`config.mk`:
```
export PLATFORM = sky130hd
export DESIGN_NAME = paddle_ctrl
export DESIGN_NICKNAME = d
export VERILOG_FILES = /design/src/rtl/pong_pkg.sv /design/src/rtl/paddle_axis.sv /design/src/rtl/paddle_ctrl.sv
export SDC_FILE = /design/constraint.sdc
export NUM_CORES = 1
export LEC_CHECK = 0
export ABC_AREA = 1
export BUFFER_PORTS_ARGS = -buffer_cell sky130_fd_sc_hd__buf_2
export CAP_MARGIN = 20
export CORE_MARGIN = 3
export CORE_UTILIZATION = 35
export DETAILED_ROUTE_END_ITERATION = 6
export GPL_ROUTABILITY_DRIVEN = 0
export SYNTH_ARGS = -nofsm -noshare
export SYNTH_HDL_FRONTEND = slang
export SYNTH_HIERARCHICAL = 1
export SYNTH_SLANG_ARGS = --single-unit
```
`constraint.sdc`:
```
create_clock -name frame_clk -period 6.1 [get_ports frame_clk]
set_clock_uncertainty 0.15 [all_clocks]
set_input_delay 0 -clock frame_clk [delete_from_list [all_inputs] [get_ports frame_clk]]
set_output_delay 0 -clock frame_clk [all_outputs]
set_load 0.005 [all_outputs]
```
`src/rtl/pong_pkg.sv`:
```
// Shared Pong constants: playfield bounds, HID keycodes, paddle speed ramp and paddle FSM states.
package pong_pkg;
  localparam int Y_MIN        = 20;
  localparam int Y_MAX        = 461;
  localparam int Y_CENTER     = 240;
  localparam int SPEED_MIN    = 2;
  localparam int SPEED_MAX    = 8;
  localparam int ACCEL_FRAMES = 4;

  localparam logic [7:0] KEY_W  = 8'h1A;
  localparam logic [7:0] KEY_S  = 8'h16;
  localparam logic [7:0] KEY_UP = 8'h52;
  localparam logic [7:0] KEY_DN = 8'h51;

  typedef enum logic [1:0] {IDLE, MOVE_UP, MOVE_DN} pad_state_e;

  function automatic logic key_hit(input logic [7:0] k0, input logic [7:0] k1,
                                   input logic [7:0] code);
    return (k0 == code) || (k1 == code);
  endfunction
endpackage

```
`src/rtl/paddle_axis.sv`:
```
// One paddle's vertical motion: direction FSM, held-key speed ramp and playfield clamp.
module paddle_axis
  import pong_pkg::*;
#(
  parameter int PAD_L = 30
) (
  input  logic       frame_clk,
  input  logic       Reset,
  input  logic       clr,
  input  logic       up,
  input  logic       dn,
  input  logic       fixed_spd,
  output logic [9:0] y
);
  localparam logic signed [10:0] Y_LO = 11'(Y_MIN + PAD_L);
  localparam logic signed [10:0] Y_HI = 11'(Y_MAX - PAD_L);

  pad_state_e state, state_n;
  logic [3:0] spd, spd_n, eff;
  logic [3:0] cnt, cnt_n, cnt_cur;
  logic [9:0] y_n;
  logic signed [10:0] y_mv;

  always_comb begin
    state_n = IDLE;
    spd_n   = '0;
    cnt_n   = '0;
    eff     = '0;
    cnt_cur = '0;
    y_mv    = $signed({1'b0, y});
    y_n     = y;
    if (clr) begin
      y_n = 10'(Y_CENTER);
    end else if (up ^ dn) begin
      state_n = up ? MOVE_UP : MOVE_DN;
      // Entering from IDLE or reversing restarts the ramp at the minimum speed.
      if (state_n != state) begin
        eff     = 4'(SPEED_MIN);
        cnt_cur = '0;
      end else begin
        eff     = spd;
        cnt_cur = cnt;
      end
      if (fixed_spd) eff = 4'(SPEED_MIN + 1);
      if (cnt_cur == 4'(ACCEL_FRAMES - 1)) begin
        cnt_n = '0;
        spd_n = (eff >= 4'(SPEED_MAX)) ? 4'(SPEED_MAX) : eff + 4'd1;
      end else begin
        cnt_n = cnt_cur + 4'd1;
        spd_n = eff;
      end
      y_mv = up ? $signed({1'b0, y}) - $signed({7'b0, eff})
                : $signed({1'b0, y}) + $signed({7'b0, eff});
      if (y_mv < Y_LO)      y_n = 10'(Y_LO);
      else if (y_mv > Y_HI) y_n = 10'(Y_HI);
      else                  y_n = y_mv[9:0];
    end
  end

  always_ff @(posedge frame_clk or posedge Reset) begin
    if (Reset) begin
      state <= IDLE;
      spd   <= '0;
      cnt   <= '0;
      y     <= 10'(Y_CENTER);
    end else begin
      state <= state_n;
      spd   <= spd_n;
      cnt   <= cnt_n;
      y     <= y_n;
    end
  end
endmodule

```
`src/rtl/paddle_ctrl.sv`:
```
// Keyboard-driven Pong paddles; optional paddle-2 ball tracking when PADDLE_AI_EN is defined.
module paddle_ctrl
  import pong_pkg::*;
#(
  parameter int P1_X  = 50,
  parameter int P2_X  = 580,
  parameter int PAD_L = 30,
  parameter int PAD_W = 4
) (
  input  logic       Reset,
  input  logic       frame_clk,
  input  logic [7:0] keycode0,
  input  logic [7:0] keycode1,
  input  logic       resetB,
  input  logic [9:0] BallY,
  input  logic       ai_mode,
  output logic [9:0] Paddle1X,
  output logic [9:0] Paddle1Y,
  output logic [9:0] Paddle1L,
  output logic [9:0] Paddle1W,
  output logic [9:0] Paddle2X,
  output logic [9:0] Paddle2Y,
  output logic [9:0] Paddle2L,
  output logic [9:0] Paddle2W
);
  logic [1:0]       up_v, dn_v, fix_v;
  logic [1:0][9:0]  y_v;
  logic             k2_up, k2_dn;

  assign k2_up = key_hit(keycode0, keycode1, KEY_UP);
  assign k2_dn = key_hit(keycode0, keycode1, KEY_DN);

  assign up_v[0]  = key_hit(keycode0, keycode1, KEY_W);
  assign dn_v[0]  = key_hit(keycode0, keycode1, KEY_S);
  assign fix_v[0] = 1'b0;

`ifdef PADDLE_AI_EN
  logic [10:0] ball_w, p2_w;
  logic        ai_up, ai_dn;
  assign ball_w = {1'b0, BallY};
  assign p2_w   = {1'b0, y_v[1]};
  // 4-pixel dead band keeps the AI paddle from dithering around the ball.
  assign ai_dn  = ball_w > p2_w + 11'd4;
  assign ai_up  = ball_w + 11'd4 < p2_w;
  assign up_v[1]  = ai_mode ? ai_up : k2_up;
  assign dn_v[1]  = ai_mode ? ai_dn : k2_dn;
  assign fix_v[1] = ai_mode;
`else
  logic unused_ai;
  assign unused_ai = ^{ai_mode, BallY};
  assign up_v[1]  = k2_up;
  assign dn_v[1]  = k2_dn;
  assign fix_v[1] = 1'b0;
`endif

  for (genvar i = 0; i < 2; i++) begin : g_pad
    paddle_axis #(.PAD_L(PAD_L)) u_axis (
      .frame_clk (frame_clk),
      .Reset     (Reset),
      .clr       (resetB),
      .up        (up_v[i]),
      .dn        (dn_v[i]),
      .fixed_spd (fix_v[i]),
      .y         (y_v[i])
    );
  end

  assign Paddle1Y = y_v[0];
  assign Paddle2Y = y_v[1];
  assign Paddle1X = 10'(P1_X);
  assign Paddle2X = 10'(P2_X);
  assign Paddle1L = 10'(PAD_L);
  assign Paddle2L = 10'(PAD_L);
  assign Paddle1W = 10'(PAD_W);
  assign Paddle2W = 10'(PAD_W);
endmodule

```
Yosys cells after proc, flatten, opt, wreduce, memory -nomap -nowiden. Cells that the tools add are included.

Bits in registers: 40.

Reductions and logical operators: 6. $add $sub $neg: 8. Mux-type cells: 42. Bitwise gates (word level): 2. Equal/unequal tests: 12. $lt $le $gt $ge: 6.

Operators with widths (number): two-way mux 4 bit (26); two-way mux 10 bit (8); equality test 8 x 5 -> 1 bit (second input constant) (4); equality test 8 x 7 -> 1 bit (second input constant) (4); adder 10 x 4 -> 11 bit (2); greater-than comparator 11 x 10 -> 1 bit (second input constant) (2); < comparator 11 x 7 -> 1 bit (second input constant) (2); two-way mux 11 bit (2); subtractor 10 x 4 -> 11 bit (2); adder 4 x 1 -> 4 bit (second input constant) (4); two-way mux 2 bit (6); equality test 4 x 2 -> 1 bit (second input constant) (2); >= comparator 4 bit (second input constant) (2); logical OR 1 bit (4); inequality test 2 bit (2); nonzero test 2 bit (2); bitwise XOR 1 bit (2).

Longest topological paths before layout. Gate-level depths: netlist (run 1).

Depth after elaboration: 14. Depth in mapped cells: 32. Depth with buffers taken out: 32.

Hierarchy. The synthesis (run 1) kept the hierarchy.

By module, submodules not included: paddle_axis (g_pad[1].u_axis) (cells each 268, instances 1, area each 1844.3 µm²); paddle_axis (g_pad[0].u_axis) (cells each 251, instances 1, area each 1715.4 µm²); paddle_ctrl (cells each 116, instances 1, area each 663.1 µm²).

Least setup slack after synthesis (run 1). Ideal clock, no wire load.

Kind: input to register. Start: input port keycode0[5]. End: register g_pad[1].u_axis.y[0]. Required time: 5.829 ns. Stages on the path: 27. Slack: 2.757 ns. Library setup time: 0.121 ns. Path buffers: 0. Arrival time: 3.072 ns. Cells stage by stage: inv_1 -> nand2_1 -> nor2_1 -> nand2_1 -> nand2_1 -> inv_2 -> nand2_2 -> nand2_4 -> inv_4 -> nand2_1 -> nand2_1 -> inv_1 -> ha_1 -> o21ai_0 -> inv_1 -> fa_1 -> or2_2 -> nor2_1 -> nand3_1 -> nor2_1 -> nand3_1 -> nand3_1 -> nand2_1 -> nand2_4 -> nand2_1 -> nand2_1 -> o21ai_1.

Longest elaborated chain between the ends: 14. Elaborated cells between the ends (all ways): 20.

RTL lines: from (decl) (RTL line paddle_ctrl.sv:12) `input logic [7:0] keycode0,`; equality test 8 x 7 -> 1 bit * (RTL line pong_pkg.sv:19) `return (k0 == code) || (k1 == code);`; logical OR 1 bit * (RTL line pong_pkg.sv:19); via k2_up (RTL line paddle_ctrl.sv:28) `logic k2_up, k2_dn;`; two-way mux 2 bit (RTL line paddle_axis.sv:35) `state_n = up ? MOVE_UP : MOVE_DN;`; inequality test 2 bit (RTL line paddle_axis.sv:37) `if (state_n != state) begin`; two-way mux 4 bit (RTL line paddle_axis.sv:37); two-way mux 4 bit (RTL line paddle_axis.sv:34) `end else if (up ^ dn) begin`; two-way mux 4 bit (RTL line paddle_axis.sv:32) `if (clr) begin`; adder 10 x 4 -> 11 bit / subtractor 10 x 4 -> 11 bit (equally long branches) (RTL line paddle_axis.sv:53, paddle_axis.sv:52); two-way mux 11 bit (RTL line paddle_axis.sv:52) `y_mv = up ? $signed({1'b0, y}) - $signed({7'b0, eff})`; greater-than comparator 11 x 10 -> 1 bit (RTL line paddle_axis.sv:55) `else if (y_mv > Y_HI) y_n = 10'(Y_HI);`; two-way mux 10 bit (RTL line paddle_axis.sv:55); two-way mux 10 bit (RTL line paddle_axis.sv:54) `if (y_mv < Y_LO) y_n = 10'(Y_LO);`; two-way mux 10 bit (RTL line paddle_axis.sv:34); two-way mux 10 bit (RTL line paddle_axis.sv:32); to (signal assigned) (RTL line paddle_axis.sv:65) `y <= 10'(Y_CENTER);`; to (signal assigned) (RTL line paddle_axis.sv:70) `y <= y_n;`; to (decl) (RTL line paddle_axis.sv:13) `output logic [9:0] y`.

Mark *: on every way through the listed nets, which the timed path passes. The rest lies on a longest branch. The select of a mux whose other input is x is not followed. A chain may end at the register's enable or synchronous reset.

Worst setup path after layout (run 1).
Start: input port keycode1[5]. End: register g_pad[1].u_axis.y[1].

Longest elaborated chain between the ends: 14. Elaborated cells between the ends (all ways): 20.

RTL lines: from (decl) (RTL line paddle_ctrl.sv:13) `input logic [7:0] keycode1,`; equality test 8 x 7 -> 1 bit * (RTL line pong_pkg.sv:19); logical OR 1 bit * (RTL line pong_pkg.sv:19); via k2_up (RTL line paddle_ctrl.sv:28); two-way mux 2 bit (RTL line paddle_axis.sv:35); inequality test 2 bit (RTL line paddle_axis.sv:37); two-way mux 4 bit (RTL line paddle_axis.sv:37); two-way mux 4 bit (RTL line paddle_axis.sv:34); two-way mux 4 bit (RTL line paddle_axis.sv:32); adder 10 x 4 -> 11 bit / subtractor 10 x 4 -> 11 bit (equally long branches) (RTL line paddle_axis.sv:53, paddle_axis.sv:52); two-way mux 11 bit (RTL line paddle_axis.sv:52); greater-than comparator 11 x 10 -> 1 bit (RTL line paddle_axis.sv:55); two-way mux 10 bit (RTL line paddle_axis.sv:55); two-way mux 10 bit (RTL line paddle_axis.sv:54); two-way mux 10 bit (RTL line paddle_axis.sv:34); two-way mux 10 bit (RTL line paddle_axis.sv:32).

Marks and branches as above.

==> results.rst, run 1 <==
.. list-table::
   :header-rows: 1

   * - Metric
     - Value
   * - Class of the tightest hold or removal check
     - input pin to flip-flop
   * - Min Tclk post-route
     - 3.92 ns
   * - Sequential share of the synthesized area
     - 0.239
   * - Required time of the critical path
     - 6.11 ns
   * - Post-synthesis to final-layout area growth
     - 7.32%
   * - Vias after detailed routing
     - 3693
   * - Setup repair after global routing missed its margin
     - no
   * - Maximum operating frequency
     - 0.255 GHz
   * - Quantity of I/O buffers inserted on ports
     - 38
   * - H-tree depth
     - 2
   * - Worst setup path class
     - input pin to flip-flop
   * - # setup viols final
     - 0
   * - Root buffer cell
     - sky130_fd_sc_hd__clkbuf_16
   * - Global route overflow
     - 0
   * - First-pass GRT wire length
     - 15300 µm
   * - Proportion of synthesized flip-flops having asynchronous set or reset
     - 1.00
   * - Final HPWL DP
     - 7780 µm
   * - Insertion delay of the later-clocked pin in the worst-skew pair
     - 0.29 ns
   * - Status
     - complete, no violations
   * - Die outline height
     - 116 µm
   * - Leakage power
     - 2.56 nW
   * - Max-cap violation count
     - 0
   * - Number of antenna violations at the first check in global routing
     - 0
   * - Element type at the critical path start
     - input pin
   * - Count of cell types in the netlist
     - 36
   * - Number of top-level design ports
     - 110
   * - Die Area
     - 0.0134 mm²
   * - Number of nets in the finished design
     - 747
   * - Wirelength per Cell
     - 11.2 µm
   * - Measured slew at the worst slew-check pin
     - 0.797 ns
   * - Synthesis Warnings
     - 6
   * - Core Region
     - 0.0116 mm²
   * - Number of hold-slack violations in the final timing report
     - 0
   * - Power density of the placed cells
     - 133 mW/mm²
   * - CTS tree
     - built
   * - Relative slew margins
     - 0.468
   * - Setup bufs post-CTS
     - 0
   * - Maximum vdd drop
     - 80.1 µV
   * - Largest net degree at the start of global routing
     - 21
   * - Total track usage
     - 0.142
   * - Maximum root-to-sink buffer count
     - 2
   * - Clock sink total
     - 40
   * - Max-slew violation total from the final report
     - 0
   * - Antenna cell count
     - 0
   * - DR pass1 iterations
     - 6
   * - Syn_area_per_cell
     - 6.65 µm²
   * - Combined area of all synthesized cells
     - 0.00422 mm²
   * - Share of layout cells above drive strength 1
     - 0.137
   * - Clock slew seen by the registers of the worst setup and hold paths
     - 0.06 ns
   * - Routed vias/inst
     - 4.47
   * - Worst EP arrival
     - 3.94 ns
   * - Number of enable flip-flop cells after synthesis
     - 0
   * - Final wirelength
     - 9240 µm
   * - Count of nets left with antenna violations after detail routing
     - 0
   * - Num CTS Buffers
     - 5
   * - Share of the cycle needed by the critical path after routing
     - 0.643
   * - Starting density of the core
     - 0.364
   * - Flip-flop and latch count after synthesis
     - 40
   * - Via count of the first global-routing pass
     - 3353
   * - Width of the chip
     - 116 µm
   * - Minimum setup slack among reg-to-reg paths
     - 2.25 ns
   * - DRC marker count from the first detailed-route iteration
     - 135
   * - Kind of end point of the critical path
     - flip-flop
   * - Final total negative setup slack
     - 0 ns
   * - Post-layout total power
     - 0.603 mW
   * - Post-route DRC violation count
     - 0
   * - Maximum fanout count along the critical path
     - 9
   * - Dominant synthesized flop cell
     - sky130_fd_sc_hd__dfrtp_1
   * - Instance count of the mapped netlist
     - 635
   * - Row Count
     - 39
[metal layers]
layer / vias up / track usage / routed length (µm)
li1: 1931 / - / -
met1: 1673 / 0.174 / 4070
met2: 76 / 0.255 / 4670
met3: 13 / 0.0240 / 360
met4: 0 / 0.0402 / 139
met5: - / 0 / 0
[final cells by class]
type	instances	area, µm²
Tap cell	143	179
Sequential cell	40	1010
Multi-Input combinational cell	484	2570
Fill cell	1247	7080
Clock buffer	6	129
Timing Repair Buffer	40	210
Inverter	112	423
Clock inverter	2	12.5
[worst max-delay path: stages]
cell,delay [ns]
sky130_fd_sc_hd__buf_2,0.10
sky130_fd_sc_hd__inv_1,0.05
sky130_fd_sc_hd__nand2_1,0.05
sky130_fd_sc_hd__nor2_1,0.19
sky130_fd_sc_hd__nand2_1,0.09
sky130_fd_sc_hd__nand2_1,0.27
sky130_fd_sc_hd__inv_2,0.12
sky130_fd_sc_hd__nand2_2,0.10
sky130_fd_sc_hd__nand2_4,0.08
sky130_fd_sc_hd__inv_4,0.10
sky130_fd_sc_hd__nand2_1,0.05
sky130_fd_sc_hd__nand2_1,0.17
sky130_fd_sc_hd__inv_1,0.12
sky130_fd_sc_hd__ha_1,0.30
sky130_fd_sc_hd__o21ai_0,0.32
sky130_fd_sc_hd__inv_1,0.11
sky130_fd_sc_hd__fa_1,0.42
sky130_fd_sc_hd__inv_1,0.12
sky130_fd_sc_hd__nand3_1,0.10
sky130_fd_sc_hd__nand2_1,0.11
sky130_fd_sc_hd__nand2_1,0.07
sky130_fd_sc_hd__and2_1,0.15
sky130_fd_sc_hd__o21ai_1,0.16
sky130_fd_sc_hd__nand2_1,0.08
sky130_fd_sc_hd__nand3_2,0.10
sky130_fd_sc_hd__nand2_4,0.08
sky130_fd_sc_hd__o21ai_0,0.21
sky130_fd_sc_hd__nand2_1,0.09
[cell families (layout without fill, tap and decap cells)]
group,Yosys count,count (layout),synth area share
AND/OR/NAND/NOR,327,327,0.358
buffers and inverters,174,160,0.209
AO/OA/AOI/OAI,45,45,0.0593
flip-flops,40,40,0.239
adder cells (fa/ha/maj),34,34,0.104
XOR/XNOR,13,13,0.0287
other,2,65,0.00178
[path summary, 6_finish.rpt]
kind	start	to	depth (start not counted)
setup / recovery	keycode1[5]	g_pad[1].u_axis/y[1]	28
hold / removal	keycode1[2]	g_pad[0].u_axis/state[1]	8
setup reg to reg	g_pad[0].u_axis/state[1]	g_pad[0].u_axis/y[5]	23
hold reg to reg	g_pad[1].u_axis/y[5]	g_pad[1].u_axis/y[5]	2
max in group asynchronous	Reset	g_pad[1].u_axis/y[8]	3
min in group asynchronous	Reset	g_pad[0].u_axis/y[9]	3
[flip-flops by register name (all words and copies together), names as in the netlist]
register,flops
g_pad.u_axis/cnt,8
g_pad.u_axis/y,20
g_pad.u_axis/spd,8
g_pad.u_axis/state,4
[report_power, final]
part | internal, mW | switching (mW) | total, mW
logic | 0.0251 | 0.0574 | 0.0825
clock network | 0.151 | 0.102 | 0.252
registers | 0.267 | 0.00111 | 0.269
total | 0.443 | 0.160 | 0.603
[through the flow]
stage	hold slack [ns]	cell area, µm²	utilization	cells	worst slack (ns)
floorplan	-0.189	4460	-	698	2.76
global placement	0.0529	4370	0.376	817	1.96
detailed placement	0.0652	4370	0.376	817	1.86
CTS	0.191	4530	0.390	827	2.16
global route	0.263	4530	0.390	827	1.68
finish	0.190	4530	0.390	827	2.18
[cell usage after synthesis, types with 5 or more instances]
cell type,instances,share of area
sky130_fd_sc_hd__ha_1,32,0.095
sky130_fd_sc_hd__o21ai_1,6,0.0071
sky130_fd_sc_hd__nand3_1,28,0.033
sky130_fd_sc_hd__nand4_1,6,0.0089
sky130_fd_sc_hd__xnor2_1,7,0.015
sky130_fd_sc_hd__dfstp_2,8,0.050
sky130_fd_sc_hd__nand3b_1,7,0.012
sky130_fd_sc_hd__inv_2,5,0.0044
sky130_fd_sc_hd__nand2_4,5,0.013
sky130_fd_sc_hd__o21ai_0,9,0.011
sky130_fd_sc_hd__a21oi_1,21,0.025
sky130_fd_sc_hd__nand2_2,11,0.016
sky130_fd_sc_hd__buf_4,60,0.11
sky130_fd_sc_hd__nor2_1,63,0.056
sky130_fd_sc_hd__dfrtp_1,32,0.19
sky130_fd_sc_hd__nor3_1,8,0.0095
sky130_fd_sc_hd__inv_1,106,0.094
sky130_fd_sc_hd__nand3_2,6,0.014
sky130_fd_sc_hd__xor2_1,5,0.010
sky130_fd_sc_hd__nand2_1,179,0.16
sky130_fd_sc_hd__a211oi_1,5,0.0089
[repair_timing]
action                                 in CTS  in global routing
gates resized for setup                     0                  0
hold buffers                                2                  0
endpoints found under the hold margin      44                  0
[placed cells by master, fill, tap and decap left out, types with 8 or more instances in the layout]
master                      n
sky130_fd_sc_hd__inv_1    106
sky130_fd_sc_hd__dfstp_2    8
sky130_fd_sc_hd__nor3_1     8
sky130_fd_sc_hd__dfrtp_1   32
sky130_fd_sc_hd__nand2_2   11
sky130_fd_sc_hd__a21oi_1   21
sky130_fd_sc_hd__o21ai_0    9
sky130_fd_sc_hd__nand3_1   28
sky130_fd_sc_hd__conb_1    65
sky130_fd_sc_hd__ha_1      32
sky130_fd_sc_hd__buf_2     38
sky130_fd_sc_hd__nand2_1  179
sky130_fd_sc_hd__nor2_1    63
No activity file was read; power rests on OpenSTA's default activity.
==> run 2, diff against run 1 <==
==> constraint.sdc (replaced) <==
create_clock -name frame_clk -period 3.3 [get_ports frame_clk]
set_clock_uncertainty 0.15 [all_clocks]
set_input_delay 0 -clock frame_clk [delete_from_list [all_inputs] [get_ports frame_clk]]
set_output_delay 0 -clock frame_clk [all_outputs]
set_load 0.005 [all_outputs]
==> run 2 against run 1 <==
Sequential power rose by 85%. Via count rose by 9.9%. Worst hold slack got worse by 0.011 ns. Global-route usage rose by 0.92 points. Non-clock buffer count up 69. Cell count increased by 8.3%. Total power rose by 110%. Sequential share of layout area down 4.5 points. Clock power grew 120%. Count of clock-buffer cells in the layout fell by 1. Register-to-register slack worse by 2.2 ns. Largest power group is now the clock network.
==> results.rst, run 2 (synthesized netlist as in run 1, its figures left out) <==
.. list-table::
   :header-rows: 1

   * - Metric
     - Value
   * - Maximum root-to-sink buffer count
     - 2 (unchanged)
   * - Clock slew seen by the registers of the worst setup and hold paths
     - 0.06 ns (about the same)
   * - Element type at the critical path start
     - flip-flop (was input pin)
   * - Slack of the critical path
     - 0.0907 ns (was 2.18 ns)
   * - Commonest cells after routing, fill and taps aside
     - sky130_fd_sc_hd__nand2_1 (132), sky130_fd_sc_hd__inv_1 (98), sky130_fd_sc_hd__conb_1 (65), sky130_fd_sc_hd__buf_4 (65), sky130_fd_sc_hd__nor2_1 (56) (was sky130_fd_sc_hd__nand2_1 (179), sky130_fd_sc_hd__inv_1 (106), sky130_fd_sc_hd__conb_1 (65))
   * - Worst EP arrival
     - 3.24 ns (was 3.94 ns)
   * - Most common cell after layout, fill and taps aside
     - sky130_fd_sc_hd__nand2_1 (unchanged)
   * - Measured slew at the worst slew-check pin
     - 0.804 ns (was 0.797 ns)
   * - H-tree depth
     - 2 (unchanged)
   * - Maximum operating frequency
     - 0.312 GHz
   * - Maximum fanout count along the critical path
     - 4 (was 9)
   * - DR pass1 iterations
     - 4 (was 6)
   * - Starting density of the core
     - 0.364 (unchanged)
   * - Quantity of I/O buffers inserted on ports
     - 38 (unchanged)
   * - Cell-internal power
     - 0.937 mW (was 0.443 mW)
   * - Share of layout cells above drive strength 1
     - 0.364 (was 0.137)
   * - Number of nets in the finished design
     - 816 (was 747)
   * - DRC marker count from the first detailed-route iteration
     - 194 (was 135)
   * - Maximum vdd drop
     - 171 µV (was 80.1 µV)
   * - Post-route DRC violation count
     - 0 (unchanged)
   * - Worst setup path class
     - flip-flop to flip-flop (was input pin to flip-flop)
   * - Number of top-level design ports
     - 110 (unchanged)
   * - Die Area
     - 0.0134 mm² (unchanged)
   * - Largest net degree at the start of global routing
     - 21 (unchanged)
   * - Setup repair after global routing missed its margin
     - yes (was no)
   * - Clock sink total
     - 40 (unchanged)
   * - Power density of the placed cells
     - 223 mW/mm² (was 133 mW/mm²)
   * - Post-layout total power
     - 1.27 mW (was 0.603 mW)
   * - Max-cap violation count
     - 0 (unchanged)
   * - Final core utilization
     - 0.490 (was 0.390)
   * - Count of nets left with antenna violations after detail routing
     - 0 (unchanged)
   * - Number of antenna violations at the first check in global routing
     - 0 (unchanged)
   * - Total track usage
     - 0.151 (was 0.142)
   * - Final total negative setup slack
     - 0 ns (unchanged)
   * - Flop pwr share
     - 0.392 (was 0.445)
   * - Insertion delay of the later-clocked pin in the worst-skew pair
     - 0.28 ns (was 0.29 ns)
   * - Final wirelength
     - 10700 µm (was 9240 µm)
   * - Core Region
     - 0.0116 mm² (unchanged)
   * - Placed Area
     - 0.00480 mm² (was 0.00437 mm²)
   * - Wirelength per Cell
     - 11.9 µm (was 11.2 µm)
   * - Leakage power
     - 2.97 nW (was 2.56 nW)
   * - Num CTS Buffers
     - 5 (unchanged)
   * - Worst hold slack after final layout
     - 0.178 ns (was 0.190 ns)
   * - Fin area
     - 0.00569 mm² (was 0.00453 mm²)
   * - Antenna cell count
     - 0 (unchanged)
   * - Root buffer cell
     - sky130_fd_sc_hd__clkbuf_16 (unchanged)
   * - Via count of the first global-routing pass
     - 3749 (was 3353)
   * - Flip-flop count of the largest register after layout
     - 20 (unchanged)
   * - Routed vias/inst
     - 4.53 (was 4.47)
   * - First-pass GRT wire length
     - 16800 µm (was 15300 µm)
   * - CTS tree
     - built (unchanged)
   * - # setup viols final
     - 0 (unchanged)
   * - Row Count
     - 39 (unchanged)
   * - Min Tclk post-route
     - 3.21 ns
   * - Status
     - complete, no violations (unchanged)
   * - Switching Share
     - 0.261 (was 0.265)
   * - Global route overflow
     - 0 (unchanged)
   * - Post-synthesis to final-layout area growth
     - 34.7% (was 7.32%)
   * - Die outline height
     - 116 µm (unchanged)
   * - Biggest register
     - g_pad.u_axis/y (unchanged)
   * - Max-slew violation total from the final report
     - 0 (unchanged)
   * - Class of the tightest hold or removal check
     - input pin to flip-flop (unchanged)
   * - Share of the cycle needed by the critical path after routing
     - 0.973
   * - Placed instance count
     - 874 (was 817)
   * - Setup slack at placement
     - -0.356 ns (was 1.86 ns)
   * - Required time of the critical path
     - 3.33 ns (was 6.11 ns)
   * - Largest regs
     - g_pad.u_axis/y x20, g_pad.u_axis/cnt x8, g_pad.u_axis/spd x8 (unchanged)
   * - Number of hold-slack violations in the final timing report
     - 0 (unchanged)
   * - Net switching component of the power
     - 0.330 mW (was 0.160 mW)
   * - Final non-filler cell total
     - 896 (was 827)
   * - Width of the chip
     - 116 µm (unchanged)
   * - Part of the total power dissipated in combinational logic
     - 0.169 (was 0.137)
   * - Kind of end point of the critical path
     - flip-flop (unchanged)
   * - Final HPWL DP
     - 8190 µm (was 7780 µm)
   * - Clk network pwr share
     - 0.439 (was 0.418)
   * - Vias after detailed routing
     - 4057 (was 3693)
   * - Relative slew margins
     - 0.464 (was 0.468)
## run 2: power groups by stage
stage	clock (mW)	combinational, mW	sequential, mW
floorplan	0	0.162	0.504
finish	0.556	0.214	0.497
detailed placement	0	0.172	0.505
CTS	0.574	0.182	0.496
global route	0.593	0.242	0.497
global placement	0	0.169	0.505
## run 2: critical path, stage by stage (launching register included)
cell	delay (ns)
sky130_fd_sc_hd__dfrtp_1	0.37
sky130_fd_sc_hd__inv_2	0.08
sky130_fd_sc_hd__nand2_2	0.05
sky130_fd_sc_hd__nand2_2	0.09
sky130_fd_sc_hd__nand2_4	0.07
sky130_fd_sc_hd__nor3_4	0.20
sky130_fd_sc_hd__buf_6	0.13
sky130_fd_sc_hd__ha_4	0.19
sky130_fd_sc_hd__o21ai_4	0.16
sky130_fd_sc_hd__inv_2	0.06
sky130_fd_sc_hd__fa_2	0.39
sky130_fd_sc_hd__nand3b_1	0.18
sky130_fd_sc_hd__nand2_2	0.14
sky130_fd_sc_hd__nand2_2	0.08
sky130_fd_sc_hd__nand2_2	0.09
sky130_fd_sc_hd__nand2_2	0.06
sky130_fd_sc_hd__nand2_4	0.09
sky130_fd_sc_hd__o21ai_4	0.07
sky130_fd_sc_hd__nand2_2	0.09
sky130_fd_sc_hd__nand3_4	0.10
sky130_fd_sc_hd__nand3_4	0.11
sky130_fd_sc_hd__inv_2	0.04
sky130_fd_sc_hd__nand2_1	0.06
sky130_fd_sc_hd__nand2_1	0.05
## run 2: repair_timing
action / CTS / global route
gates cloned: 0 / 0
hold buffers: 2 / 0
endpoints found under the hold margin: 43 / 0
resized for setup: 25 / 123
endpoints found under the setup margin: 18 / 18
buffers inserted: 3 / 10
pin swaps: 21 / 59
## run 2: metal layers
layer  vias to the layer above  global-route usage  share of wire
li1                       2067                   -              -
met3                        21              0.0225          0.043
met5                         -                   0              0
met2                       111               0.254           0.49
met1                      1858               0.203           0.44
met4                         0              0.0425          0.024
## run 2: path summary, 6_finish.rpt
check / cells past startpoint / to / slack, ns / start
min in group asynchronous: 3 / g_pad[0].u_axis/y[8] / 0.27 / Reset
max in group asynchronous: 3 / g_pad[1].u_axis/spd[0] / 2.22 / Reset
min reg2reg: 2 / g_pad[0].u_axis/y[9] / 0.37 / g_pad[0].u_axis/y[9]
max reg2reg: 23 / g_pad[0].u_axis/y[8] / 0.09 / g_pad[0].u_axis/state[0]
min: 9 / g_pad[1].u_axis/state[1] / 0.18 / keycode1[7]
max: 23 / g_pad[0].u_axis/y[8] / 0.09 / g_pad[0].u_axis/state[0]
## run 2: final cells by class
| class | count | area, µm² |
|---|---|---|
| multi-input combinational | 484 | 3160 |
| clock buffer | 5 | 125 |
| timing repair buffer | 109 | 743 |
| tap | 143 | 179 |
| clock inverter | 3 | 46.3 |
| inverter | 112 | 423 |
| sequential | 40 | 1010 |
| fill | 1115 | 5930 |
